<file path="src/rtl/uart_pkg.sv">
// rtl/uart_pkg.sv - shared UART receive types, frame constants and parameter checks
`timescale 1ns/1ps
package uart_pkg;

    typedef enum logic [2:0] {
        ST_IDLE,
        ST_START,
        ST_DATA,
        ST_PARITY,
        ST_STOP
    } rx_state_e;

    localparam int DATA_BITS       = 8;
    localparam int CNT_W           = 4;
    localparam int FRAME_BITS      = DATA_BITS + 2;
    localparam int FRAME_BITS_PAR  = DATA_BITS + 3;

    // Oversampling must be a power of two that fits the 4-bit cycle counter.
    function automatic bit os_legal(input int os);
        return (os == 1) || (os == 2) || (os == 4) || (os == 8) || (os == 16);
    endfunction

endpackage

</file>
<file path="src/rtl/sync_2ff.sv">
// rtl/sync_2ff.sv - two-flop synchronizer for an asynchronous single-bit input
`timescale 1ns/1ps
module sync_2ff #(
    parameter logic RESET_VAL = 1'b0
) (
    input  logic clk,
    input  logic rst,
    input  logic d,
    output logic q
);

    logic meta_q;
    logic sync_q;

    always_ff @(posedge clk) begin
        if (rst) begin
            meta_q <= RESET_VAL;
            sync_q <= RESET_VAL;
        end else begin
            meta_q <= d;
            sync_q <= meta_q;
        end
    end

    assign q = sync_q;

endmodule

</file>
<file path="src/rtl/receiver.sv">
// rtl/receiver.sv - UART serial receiver: start/data/parity/stop deframing into RBR
`timescale 1ns/1ps
module receiver #(
    parameter int OS        = 1,
    parameter bit PARITY_EN = 1'b0
) (
    input  logic       bclk,
    input  logic       rst,
    input  logic       rx_data,
    input  logic       rx_ack,
    output logic [7:0] RBR,
    output logic       rx_status,
    output logic       framing_err,
    output logic       parity_err,
    output logic       overrun_err
);
    import uart_pkg::*;

    if (!os_legal(OS)) begin : g_os_check
        $error("receiver: OS must be 1, 2, 4, 8 or 16");
    end

    localparam int               H         = OS / 2;
    localparam logic [CNT_W-1:0] HALF_LAST = (H > 0) ? CNT_W'(H - 1) : '0;
    localparam logic [CNT_W-1:0] BIT_LAST  = CNT_W'(OS - 1);
    localparam logic [2:0]       LAST_BIT  = 3'(DATA_BITS - 1);

    logic rx_s;

    sync_2ff #(.RESET_VAL(1'b1)) u_sync (
        .clk (bclk),
        .rst (rst),
        .d   (rx_data),
        .q   (rx_s)
    );

    rx_state_e        state_q, state_d;
    logic [CNT_W-1:0] cnt_q, cnt_d;
    logic [2:0]       bit_q, bit_d;
    logic [7:0]       shift_q, shift_d;
    logic             frm_perr_q, frm_perr_d;
    logic             stop_q, stop_d;
    logic             done_q, done_d;
    logic [7:0]       rbr_q, rbr_d;
    logic             status_q, status_d;
    logic             ferr_q, ferr_d;
    logic             perr_q, perr_d;
    logic             ovr_q, ovr_d;

    always_comb begin
        state_d    = state_q;
        cnt_d      = cnt_q;
        bit_d      = bit_q;
        shift_d    = shift_q;
        frm_perr_d = frm_perr_q;
        stop_d     = stop_q;
        done_d     = 1'b0;
        rbr_d      = rbr_q;
        status_d   = status_q;
        ferr_d     = ferr_q;
        perr_d     = perr_q;
        ovr_d      = ovr_q;

        // With OS=1 the detection cycle doubles as the start-bit sample.
        case (state_q)
            ST_IDLE: begin
                if (!rx_s) begin
                    cnt_d      = '0;
                    bit_d      = '0;
                    frm_perr_d = 1'b0;
                    state_d    = (OS == 1) ? ST_DATA : ST_START;
                end
            end
            ST_START: begin
                if (cnt_q == HALF_LAST) begin
                    cnt_d   = '0;
                    state_d = rx_s ? ST_IDLE : ST_DATA;
                end else begin
                    cnt_d = cnt_q + 1'b1;
                end
            end
            ST_DATA: begin
                if (cnt_q == BIT_LAST) begin
                    cnt_d   = '0;
                    shift_d = {rx_s, shift_q[7:1]};
                    bit_d   = bit_q + 3'd1;
                    if (bit_q == LAST_BIT) begin
                        state_d = PARITY_EN ? ST_PARITY : ST_STOP;
                    end
                end else begin
                    cnt_d = cnt_q + 1'b1;
                end
            end
            ST_PARITY: begin
                if (cnt_q == BIT_LAST) begin
                    cnt_d      = '0;
                    frm_perr_d = (^shift_q) ^ rx_s;
                    state_d    = ST_STOP;
                end else begin
                    cnt_d = cnt_q + 1'b1;
                end
            end
            ST_STOP: begin
                if (cnt_q == BIT_LAST) begin
                    cnt_d   = '0;
                    stop_d  = rx_s;
                    done_d  = 1'b1;
                    state_d = ST_IDLE;
                end else begin
                    cnt_d = cnt_q + 1'b1;
                end
            end
            default: state_d = ST_IDLE;
        endcase

        // Completion lands one cycle after the stop sample so the FSM can already re-arm.
        if (done_q) begin
            if (!status_q || rx_ack) begin
                rbr_d    = shift_q;
                ferr_d   = ~stop_q;
                perr_d   = frm_perr_q;
                status_d = 1'b1;
                if (rx_ack) begin
                    ovr_d = 1'b0;
                end
            end else begin
                ovr_d = 1'b1;
            end
        end else if (rx_ack) begin
            status_d = 1'b0;
            ovr_d    = 1'b0;
        end
    end

    always_ff @(posedge bclk) begin
        if (rst) begin
            state_q    <= ST_IDLE;
            cnt_q      <= '0;
            bit_q      <= '0;
            shift_q    <= '0;
            frm_perr_q <= 1'b0;
            stop_q     <= 1'b1;
            done_q     <= 1'b0;
            rbr_q      <= '0;
            status_q   <= 1'b0;
            ferr_q     <= 1'b0;
            perr_q     <= 1'b0;
            ovr_q      <= 1'b0;
        end else begin
            state_q    <= state_d;
            cnt_q      <= cnt_d;
            bit_q      <= bit_d;
            shift_q    <= shift_d;
            frm_perr_q <= frm_perr_d;
            stop_q     <= stop_d;
            done_q     <= done_d;
            rbr_q      <= rbr_d;
            status_q   <= status_d;
            ferr_q     <= ferr_d;
            perr_q     <= perr_d;
            ovr_q      <= ovr_d;
        end
    end

    assign RBR         = rbr_q;
    assign rx_status   = status_q;
    assign framing_err = ferr_q;
    assign parity_err  = perr_q;
    assign overrun_err = ovr_q;

endmodule

</file>
<file path="config.mk">
export PLATFORM = sky130hd
export DESIGN_NAME = receiver
export DESIGN_NICKNAME = d
export VERILOG_FILES = /design/src/rtl/uart_pkg.sv /design/src/rtl/sync_2ff.sv /design/src/rtl/receiver.sv
export SDC_FILE = /design/constraint.sdc
export NUM_CORES = 1
export LEC_CHECK = 0
export CORE_MARGIN = 2
export CORE_UTILIZATION = 35
export DETAILED_ROUTE_END_ITERATION = 10
export GPL_TIMING_DRIVEN = 0
export SETUP_SLACK_MARGIN = 0.2
export SLEW_MARGIN = 20
export SYNTH_ARGS = -nofsm -noshare
export SYNTH_HDL_FRONTEND = slang
export SYNTH_SLANG_ARGS = --single-unit
</file>
<file path="constraint.sdc">
create_clock -name bclk -period 1.8 [get_ports bclk]
set_input_delay 0.36 -clock bclk [delete_from_list [all_inputs] [get_ports bclk]]
set_output_delay 0.36 -clock bclk [all_outputs]
set_load 0.005 [all_outputs]
</file>
# Word level (Yosys, flattened, before mapping)
# Cells that the tools add are included.
word_totals:
  reg_bits: 35
  input_bits: 4
  out_inout_bits: 12
  wordCells: 74
classes:
  add_sub_neg: 2
  n_eq_ne: 12
  mux: 24
  n_bitwise: 3
  reduce_logical: 19
op_table:
  columns: ["cell", "n"]
  rows:
  - ["two-way mux 3 bit", 8]
  - ["one-hot mux 3 bit (5 select lines)", 1]
  - ["inequality test 2 bit (second input constant)", 6]
  - ["AND reduction 2 bit", 5]
  - ["two-way mux 1 bit", 9]
  - ["two-way mux 4 bit", 2]
  - ["one-hot mux 4 bit (2 select lines)", 1]
  - ["nonzero test 2 bit", 4]
  - ["parity 8 bit", 1]
  - ["== test 3 x 2 -> 1 bit (second input constant)", 2]
  - ["== test 3 bit (second input constant)", 2]
  - ["one-hot mux 3 bit (2 select lines)", 1]
  - ["AND reduction 3 bit", 2]
  - ["AND reduction 6 bit", 1]
  - ["adder 4 x 1 -> 4 bit (second input constant)", 1]
  - ["logical NOT 4 bit", 1]
  - ["OR reduction 4 bit", 1]
  - ["adder 3 x 1 -> 3 bit (second input constant)", 1]
  - ["== test 3 x 1 -> 1 bit (second input constant)", 1]
  - ["logical NOT 3 bit", 1]
  - ["two-way mux 2 bit", 1]
  - ["inequality test 2 x 1 -> 1 bit (second input constant)", 1]
  - ["inverter 1 bit", 2]
  - ["one-hot mux 1 bit (2 select lines)", 1]
  - ["4 further kinds", 4]

# Longest topological paths before layout
# Gate-level depths: netlist (run 1).
depth:
  depth_word: 4
  depth_mapped: 6
  depth_no_buf: 5

# By module
# From an unflattened synthesis (run 1), not the netlist that was laid out.
unflattened:
  hier_cells: 157
  area_unflattened_um2: 1447.6
modules_own_cells:
  columns: ["module", "instances", "cells_per_inst", "area_each_um2"]
  rows:
  - ["receiver", 1, 153, 1395.1]
  - ["sync_2ff", 1, 4, 52.6]

# Worst setup path before layout (run 1)
# Ideal clock, no wire load.
synth_timing:
  kind: "flip-flop to flip-flop"
  startpoint: "register state_q[1]"
  endpoint: "register cnt_q[2]"
  setup_time_ps: 70
  arrival_ps: 1515
  t_required_ps: 1730
  slack_ps: 215
  path_stages_with_launch: 7
  path_buffers: 1
  period_less_slack_ps: 1585
  cell_sequence: "dfxtp_1 > inv_1 > ha_1 > and2_4 > buf_6 > or4_1 > a21oi_1"
synth_via:
  elab_chain_len: 4
  elab_cells_between_ends: 10
  classes_between: "5 x eq/ne; 1 x mux; 4 x reduce/logical"
synth_rtl:
  columns: ["item", "line_no", "text"]
  rows:
  - ["from (decl)", "receiver.sv:37", "rx_state_e state_q, state_d;"]
  - ["from (signal assigned)", "receiver.sv:150", "state_q <= state_d;"]
  - ["== test 3 bit (tied with other cells)", "receiver.sv:65", "case (state_q)"]
  - ["OR reduction 4 bit (no line)", null, null]
  - ["nonzero test 2 bit (no line)", null, null]
  - ["AND reduction 2 bit (no line)", null, null]
  - ["to (signal assigned)", "receiver.sv:151", "cnt_q <= cnt_d;"]
  - ["to (decl)", "receiver.sv:38", "logic [CNT_W-1:0] cnt_q, cnt_d;"]
# Parallel ways exist; a longest one is shown, timed or not.
# A chain may end at the register's enable or synchronous reset.

# Final worst setup path (run 1)
layout_timing:
  startpoint: "register cnt_q[0]"
  endpoint: "register bit_q[1]"
layout_via:
  elab_chain_len: 3
layout_rtl:
  columns: ["item", "line_no", "text"]
  rows:
  - ["logical NOT 4 bit", "receiver.sv:83", "if (cnt_q == BIT_LAST) begin"]
  - ["inequality test 2 bit (no line)", null, null]
  - ["AND reduction 3 bit (no line)", null, null]
  - ["to (signal assigned)", "receiver.sv:152", "bit_q <= bit_d;"]
  - ["to (decl)", "receiver.sv:39", "logic [2:0] bit_q, bit_d;"]
# Every way passes these cells.

==> flow_metrics.tcl, run 1 <==
set metrics [dict create \
    status "finished, final reports clean" \
    tightest_slew_ps 506 \
    irDropWorstVdd_mv 0.459 \
    grt_setup_unrepaired "yes" \
    cts_max_level 2 \
    synth-edff-count 0 \
    antenna_cells 0 \
    numPortBuffers 13 \
    clk_latency_ps 280 \
    power_mw 1.39 \
    dr_total_vias 1165 \
    reg2reg_to "bit_q[1]$_SDFFE_PP0P_" \
    numCtsBuffers 5 \
    gr-total-overflow 0 \
    viasPerCell 5.13 \
    yosysSeqAreaShare 0.450 \
    antenna_found_initial 0 \
    nets 189 \
    wirelength_mm 3.04 \
    coreArea_mm2 0.00397 \
    slowest_delay_ps 400 \
    grt_pass1_vias 1053 \
    io-pin-count 16 \
    worstPathRequired_ps 2010 \
    die_h_um 67.8 \
    clk_path_buf_depth 2 \
    cp-start-kind "register" \
    synth_commonest_cells "dfxtp_1, a21oi_1, nor2_1" \
    netlist_area_mm2 0.00143 \
    slowest_stage "or3b_4" \
    remaining_drc_errors 0 \
    slew_headroom 0.662 \
    hpwl_mm 2.05 \
    min_period_over_period 0.881 \
    nFillCells 397 \
    wl_per_cell_um 13.4 \
    cts_tree "yes" \
    synth_top_cell_area_share 0.450 \
    die_w_um 67.8 \
    grt_usage 0.146 \
    tns_ps 0 \
    cts_root_buf "clkbuf_8" \
    synthDistinctLibCells 37 \
    finalCriticalPeriod_ps 1590 \
    syn_to_final_growth_pct 25.7 \
    r2r-start "cnt_q[0]$_SDFFE_PP0P_" \
    final_cells 227 \
    drt_iter0_markers 38 \
    grt_max_degree 11 \
    rrSetupSlack_ps 210 \
    fp-row-count 23 \
    dpl.cell_count 216 \
    hold_violations 0 \
    setup_viol 0 \
    finalClockSkew_ps 6.74 \
    crit_chain "inv_2 -> ha_4 -> or3b_4 -> a211oi_4 -> mux2i_1" \
    avgSynthCellArea_um2 9.31 \
    hold_buffers 0 \
    ff_latch_area_um2 646 \
    clkSlewWorstSetupHoldPaths_ps 70 \
    initial_utilization 0.359 \
    yosysTopAreaCell "dfxtp_1" \
    ys_warn_count 0 \
    worstSetupPathType "register to register" \
    leakage_nw 0.632 \
    multi_input_area_um2 748 \
    worstHoldPathType "register to register" \
    crit_start "cnt_q[0]$_SDFFE_PP0P_" \
    grt_pass1_wl_mm 4.95 \
    syn_nets 165 \
    power.density_mw_per_mm2 776 \
    ys_ff_latch 32 \
    dr.pass1.iters 4 \
    crit_fanout 3 \
    drv_slew 0 \
    yosysMostFrequentCell "dfxtp_1" \
    crit_end "bit_q[1]$_SDFFE_PP0P_" \
    synthFlopType "dfxtp_1" \
    drive_gt1_frac 0.181 \
    cts.sinks 32 \
    critPathCaptureType "register" \
    synthCells 153 \
    rr_worst_depth 5 \
    ys_async_sr_fraction 0 \
    cp.arrival_ps 1790 \
    dieArea_mm2 0.00460 \
    postRouteAntennaNets 0 \
    ys_top_cells_by_area "dfxtp_1, mux2i_1, ha_1" \
    place.gp.congestion 0.797 \
    maxCapViolations 0 \
    fmax_ghz 0.630 \
]
-- where the power goes --
| part | internal [mW] | switching [mW] |
|---|---|---|
| clock network | 0.340 | 0.244 |
| registers | 0.714 | 0.00448 |
| logic | 0.0392 | 0.0490 |
-- cells by family after synthesis --
family,after synthesis,synth area share
AOI/OAI and AO/OA,36,0.155
other,1,0.00263
adders and majority gates,8,0.0702
muxes,11,0.0773
and+or+nand+nor,48,0.192
buffers and inverters,17,0.0536
DFF,32,0.450
-- metrics by stage --
stage	hold slack, ps	setup WS, ps	instance area (µm²)	util
finish	403	214	1790	0.451
detailed placement	393	49.6	1620	0.407
global placement	388	96.5	1620	0.407
floorplan	383	215	1430	-
global route	434	143	1790	0.451
CTS	407	155	1760	0.443
-- registers in the layout, summed over array words and instances (netlist names), 2 cells and up --
signal   flops
RBR          8
state_q      2
shift_q      8
cnt_q        4
bit_q        3
-- worst min-delay path by stage --
| stage | start | to | slack [ps] | depth (start not counted) |
|---|---|---|---|---|
| 2_1_floorplan | u_sync.meta_q$_SDFF_PP1_ | u_sync.q$_SDFF_PP1_ | 380 | 1 |
| 3_3_place_gp | u_sync.meta_q$_SDFF_PP1_ | u_sync.q$_SDFF_PP1_ | 390 | 1 |
| 3_5_place_dp | u_sync.meta_q$_SDFF_PP1_ | u_sync.q$_SDFF_PP1_ | 390 | 1 |
| 4_1_cts | u_sync.meta_q$_SDFF_PP1_ | u_sync.q$_SDFF_PP1_ | 410 | 1 |
| 5_1_grt | u_sync.meta_q$_SDFF_PP1_ | u_sync.q$_SDFF_PP1_ | 430 | 1 |
| 6_report | u_sync.meta_q$_SDFF_PP1_ | u_sync.q$_SDFF_PP1_ | 400 | 1 |
-- cells in the final DEF, fill, tap and decap left out, types with 2 or more instances in the layout --
cell              n
clkbuf_1          6
nand3b_1          3
a21oi_1          14
o21ai_1           2
nor2_1           13
or2_1             2
dfxtp_2           4
nand2b_1          4
a221oi_1          2
buf_4             5
clkbuf_8          7
nand3_1          10
ha_1              5
nor2b_1           2
o21ai_0          10
nand4_1           3
inv_1             4
mux2i_1          11
inv_2             4
ha_4              2
dfxtp_1          28
nand2_1           2
clkdlybuf4s50_1  13
-- critical path: cells and delay by family (launching register included) --
kind / cells / cell delay (ps)
mux: 1 / 220
buf+inv: 1 / 70
fa+ha+maj: 1 / 130
flops: 1 / 330
simple gates: 1 / 400
compound gates: 1 / 360
-- what timing repair did --
item,4_1_cts,5_1_grt
gates cloned,0,0
endpoints found under the setup margin,7,13
gates resized for setup,8,9
pin swaps,2,1
buffers inserted,3,1
-- final cells by class --
class	instances	area share
multi-input combinational	104	0.418
sequential	32	0.360
timing repair buffer	17	0.0894
clock buffer	7	0.0538
tap	50	0.0349
buffer	9	0.0272
inverter	8	0.0168
-- layer usage --
metal / part of all wire / track usage
met5: 0 / 0
met4: 0.017 / 0.0650
met3: 0.049 / 0.0411
met2: 0.44 / 0.225
met1: 0.50 / 0.191
No activity file was read; power rests on OpenSTA's default activity.
==> run 2: changes to the inputs <==
==> constraint.sdc (replaced) <==
create_clock -name bclk -period 1.7 [get_ports bclk]
set_input_delay 0.34 -clock bclk [delete_from_list [all_inputs] [get_ports bclk]]
set_output_delay 0.34 -clock bclk [all_outputs]
set_load 0.005 [all_outputs]
==> flow_metrics.tcl, run 2 (synthesized netlist as in run 1, its figures left out) <==
set metrics [dict create \
    crit_fanout 3 \
    drv_slew 0 \
    tightest_slew_ps 510 \
    finalClockSkew_ps 5.15 \
    clkSlewWorstSetupHoldPaths_ps 70 \
    grt_pass1_wl_mm 5.24 \
    cts_tree "yes" \
    min_period_over_period 0.905 \
    final_area_mm2 0.00183 \
    syn_to_final_growth_pct 28.4 \
    dr_total_vias 1175 \
    clk_latency_ps 280 \
    antenna_cells 0 \
    tns_ps 0 \
    cp-start-kind "register" \
    leakage_nw 0.684 \
    numPortBuffers 13 \
    worstSetupPathType "register to register" \
    viasPerCell 5.13 \
    drt_iter0_markers 45 \
    fp-row-count 23 \
    critPathCaptureType "register" \
    worstHoldPathType "register to register" \
    postRouteAntennaNets 0 \
    remaining_drc_errors 0 \
    coreArea_mm2 0.00397 \
    post-route-util 0.461 \
    worstPathRequired_ps 1910 \
    dieArea_mm2 0.00460 \
    drive_gt1_frac 0.196 \
    slew_headroom 0.660 \
    slowest_delay_ps 400 \
    wl_per_cell_um 13.1 \
    clk_path_buf_depth 2 \
    die_h_um 67.8 \
    cts_max_level 2 \
    finalCriticalPeriod_ps 1540 \
    status "finished, final reports clean" \
    io-pin-count 16 \
    hold_violations 0 \
    cts.sinks 32 \
    fmax_ghz 0.650 \
    maxCapViolations 0 \
    hold_buffers 0 \
    grt_max_degree 11 \
    nets 190 \
    cp.arrival_ps 1750 \
    irDropWorstVdd_mv 0.408 \
    grt_pass1_vias 1129 \
    dpl_cell_area_mm2 0.00162 \
    grt_setup_unrepaired "yes" \
    dr.pass1.iters 6 \
    crit_chain "inv_2 -> ha_4 -> or3b_4 -> a211oi_4 -> mux2i_1" \
    wirelength_mm 3.00 \
    place.gp.congestion 0.789 \
    setup_viol 0 \
    power.density_mw_per_mm2 859 \
    hpwl_mm 2.01 \
    slowest_stage "or3b_4" \
    numCtsBuffers 5 \
    cts_root_buf "clkbuf_8" \
    layout_commonest_cell "dfxtp_1" \
    power_mw 1.57 \
    grt_usage 0.155 \
    die_w_um 67.8 \
    gr-total-overflow 0 \
    initial_utilization 0.359 \
    layout_common_cells "dfxtp_1, a21oi_1, nor2_1" \
    antenna_found_initial 0 \
]
run 2: critical path, delay by kind of cell (launching register included):
| kind | cells | cell delay (ps) |
|---|---|---|
| AND/OR/NAND/NOR | 1 | 400 |
| flip-flops | 1 | 330 |
| AO/OA/AOI/OAI | 1 | 330 |
| multiplexers | 1 | 220 |
| adder cells (fa/ha/maj) | 1 | 130 |
| buffers and inverters | 1 | 70 |
run 2: final timing paths:
path / slack (ps) / endpoint / start / cells past startpoint
worst max register to register: 160 / bit_q[1]$_SDFFE_PP0P_ / cnt_q[1]$_SDFFE_PP0P_ / 5
worst min-delay path: 400 / u_sync.q$_SDFF_PP1_ / u_sync.meta_q$_SDFF_PP1_ / 1
worst max-delay path: 160 / bit_q[1]$_SDFFE_PP0P_ / cnt_q[1]$_SDFFE_PP0P_ / 5
worst min register to register: 400 / u_sync.q$_SDFF_PP1_ / u_sync.meta_q$_SDFF_PP1_ / 1
run 2: where the power goes:
| group | internal (mW) | leakage (nW) | total (mW) | switching (mW) |
|---|---|---|---|---|
| Combinational | 0.0440 | 0.368 | 0.0972 | 0.0532 |
| Clock | 0.435 | 0.0552 | 0.715 | 0.281 |
| Sequential | 0.756 | 0.261 | 0.760 | 0.00448 |
run 2: stage by stage:
stage | hold slack [ps] | worst slack [ps] | instances
floorplan | 383 | 190 | 153
global placement | 386 | 12.9 | 216
detailed placement | 390 | 3.46 | 216
CTS | 406 | 128 | 229
global route | 424 | 91.2 | 229
finish | 404 | 161 | 229
run 2: area by class of cell:
cell class,instances,area (µm²)
buffer,9,48.8
clock buffer,6,72.6
clock inverter,2,35.0
fill,388,2140
inverter,8,30.0
multi-input combinational,104,758
sequential,32,647
tap,50,62.6
timing repair buffer,18,176
run 2: timing repair:
| item | 4_1_cts | 5_1_grt |
|---|---|---|
| pin swaps | 4 | 2 |
| setup endpoints to repair | 16 | 16 |
| buffers inserted | 5 | 0 |
| gates resized for setup | 15 | 5 |
| hold endpoints to repair | 0 | 0 |
run 2: metal layers:
layer  global-route usage  vias up  wire [µm]
li1                     -      596          -
met1                0.186      552       1390
met2                0.252       22       1430
met3               0.0510        5        135
met4               0.0675        0         49
met5                    0        -          0
==> run 3: changes to the inputs <==
--- a/config.mk
+++ b/config.mk
@@ -7,6 +7,7 @@
 export LEC_CHECK = 0
 export CORE_MARGIN = 2
 export CORE_UTILIZATION = 35
+export CTS_CLUSTER_DIAMETER = 150
 export DETAILED_ROUTE_END_ITERATION = 10
 export GPL_TIMING_DRIVEN = 0
 export SETUP_SLACK_MARGIN = 0.2
==> constraint.sdc (replaced) <==
create_clock -name bclk -period 1.5 [get_ports bclk]
set_input_delay 0.3 -clock bclk [delete_from_list [all_inputs] [get_ports bclk]]
set_output_delay 0.3 -clock bclk [all_outputs]
set_load 0.005 [all_outputs]
==> flow_metrics.tcl, run 3 (synthesized netlist as in run 1, its figures left out) <==
set metrics [dict create \
    dr_total_vias 1217 \
    fp-row-count 23 \
    clk_path_buf_depth 2 \
    clkSlewWorstSetupHoldPaths_ps 70 \
    io-pin-count 16 \
    critPathCaptureType "register" \
    initial_utilization 0.359 \
    crit_end "bit_q[0]$_SDFFE_PP0P_" \
    top_layer "met4" \
    hpwl_mm 2.21 \
    reg2reg_to "bit_q[0]$_SDFFE_PP0P_" \
    slowest_delay_ps 400 \
    gr-total-overflow 0 \
    rrSetupSlack_ps -50 \
    slew_headroom 0.633 \
    clk_latency_ps 280 \
    nets 198 \
    viasPerCell 5.14 \
    cp-start-kind "register" \
    violations "negative setup slack" \
    worstHoldPathType "register to register" \
    grt_max_degree 12 \
    layout_commonest_cell "dfxtp_1" \
    cts_root_buf "clkbuf_8" \
    remaining_drc_errors 0 \
    crit_start "cnt_q[0]$_SDFFE_PP0P_" \
    ff_latch_area_um2 652 \
    leakage_nw 0.748 \
    grt_pass1_vias 1203 \
    fmax_ghz 0.645 \
    crit_chain "inv_4 -> ha_4 -> or3b_4 -> a211oi_4 -> mux2i_1" \
    grt_pass1_wl_mm 5.42 \
    min_period_over_period 1.03 \
    cts_max_level 2 \
    dr.pass1.iters 4 \
    numPortBuffers 13 \
    multi_input_area_um2 803 \
    slowest_stage "or3b_4" \
    status "complete, but fails checks" \
    wl_met1_mm 1.47 \
    finalClockSkew_ps 4.55 \
    grt_usage 0.160 \
    syn_to_final_growth_pct 36.3 \
    routed-wl-met2_mm 1.59 \
    wl_met3_um 93 \
    layout_common_cells "dfxtp_1, a21oi_1, nor2_1, buf_4" \
    crit_family "simple AND/OR/NAND/NOR gates" \
    setup_ws_ps -51.4 \
    antenna_cells 0 \
    antenna_found_initial 0 \
    worstPathRequired_ps 1700 \
    worstSetupPathType "register to register" \
    irDropWorstVdd_mv 0.721 \
    cts_tree "yes" \
    nFillCells 361 \
    setup_viol 3 \
    crit_cells 5 \
    finalCriticalPeriod_ps 1550 \
    cp.arrival_ps 1760 \
    path_buf_inv 1 \
    tightest_slew_ps 551 \
    coreArea_mm2 0.00397 \
    hold_buffers 0 \
    cts.sinks 32 \
    place.gp.congestion 0.780 \
    hold_violations 0 \
    drv_slew 0 \
    wirelength_mm 3.22 \
    crit_fanout 3 \
    worst_hold_slack_ps 406 \
    numCtsBuffers 5 \
    tns_ps -96.0 \
    wl_per_cell_um 13.6 \
    postRouteAntennaNets 0 \
    rr_worst_depth 5 \
    power.density_mw_per_mm2 927 \
    maxCapViolations 0 \
    power_mw 1.80 \
    grt_setup_unrepaired "yes" \
    die_w_um 67.8 \
    r2r-start "cnt_q[0]$_SDFFE_PP0P_" \
    drt_iter0_markers 47 \
    drive_gt1_frac 0.289 \
    die_h_um 67.8 \
    dieArea_mm2 0.00460 \
]
## run 3: cell count changes in the layout (fill, tap and decap cells not counted), moves of 2 or more
cell | before | now
buf_6 | 2 | 4
clkdlybuf4s50_1 | 11 | 2
clkbuf_1 | 7 | 5
dlymetal6s2s_1 | 2 | 0
inv_2 | 4 | 2
inv_4 | 0 | 2
buf_4 | 6 | 12
dfxtp_1 | 27 | 25
dlygate4sd2_1 | 0 | 11
## run 3: timing repair
| item | in CTS | in global routing |
|---|---|---|
| cloned | 0 | 0 |
| pin swaps | 14 | 3 |
| gates resized for setup | 29 | 7 |
| buffers inserted | 10 | 3 |
| hold endpoints to repair | 0 | 0 |
| setup endpoints to repair | 34 | 23 |
## run 3: report_power, final
part	switching [mW]	internal [mW]
Combinational	0.0665	0.0568
Clock	0.327	0.491
Sequential	0.00491	0.854
Total	0.398	1.40
## run 3: layout make-up
cell class / count / area share
clock buffer: 5 / 0.0354
inverter: 8 / 0.0180
clock inverter: 3 / 0.0219
sequential: 32 / 0.336
tap: 50 / 0.0322
timing repair buffer: 26 / 0.114
multi-input combinational: 104 / 0.414
buffer: 9 / 0.0290
## run 3: worst min-delay path by stage
stage / from / endpoint / slack [ps] / cells after the start
floorplan: rx_ack / overrun_err$_SDFF_PP0_ / 380 / 1
global route: u_sync.meta_q$_SDFF_PP1_ / u_sync.q$_SDFF_PP1_ / 430 / 1
global placement: u_sync.meta_q$_SDFF_PP1_ / u_sync.q$_SDFF_PP1_ / 390 / 1
detailed placement: u_sync.meta_q$_SDFF_PP1_ / u_sync.q$_SDFF_PP1_ / 390 / 1
finish: u_sync.meta_q$_SDFF_PP1_ / u_sync.q$_SDFF_PP1_ / 410 / 1
CTS: u_sync.meta_q$_SDFF_PP1_ / u_sync.q$_SDFF_PP1_ / 410 / 1
## run 3: through the flow
step | util | cell area [µm²] | cells | setup WS (ps)
floorplan | - | 1470 | 153 | 61.8
global placement | 0.417 | 1660 | 216 | -115
detailed placement | 0.417 | 1660 | 216 | -141
CTS | 0.479 | 1900 | 234 | -101
global route | 0.489 | 1940 | 237 | -134
finish | 0.489 | 1940 | 237 | -51.4
## run 3: routing by layer
layer  global-route usage  up-vias
met5                    0        -
met4               0.0600        0
met3               0.0444        6
met2                0.275       14
met1                0.189      592
li1                     -      605
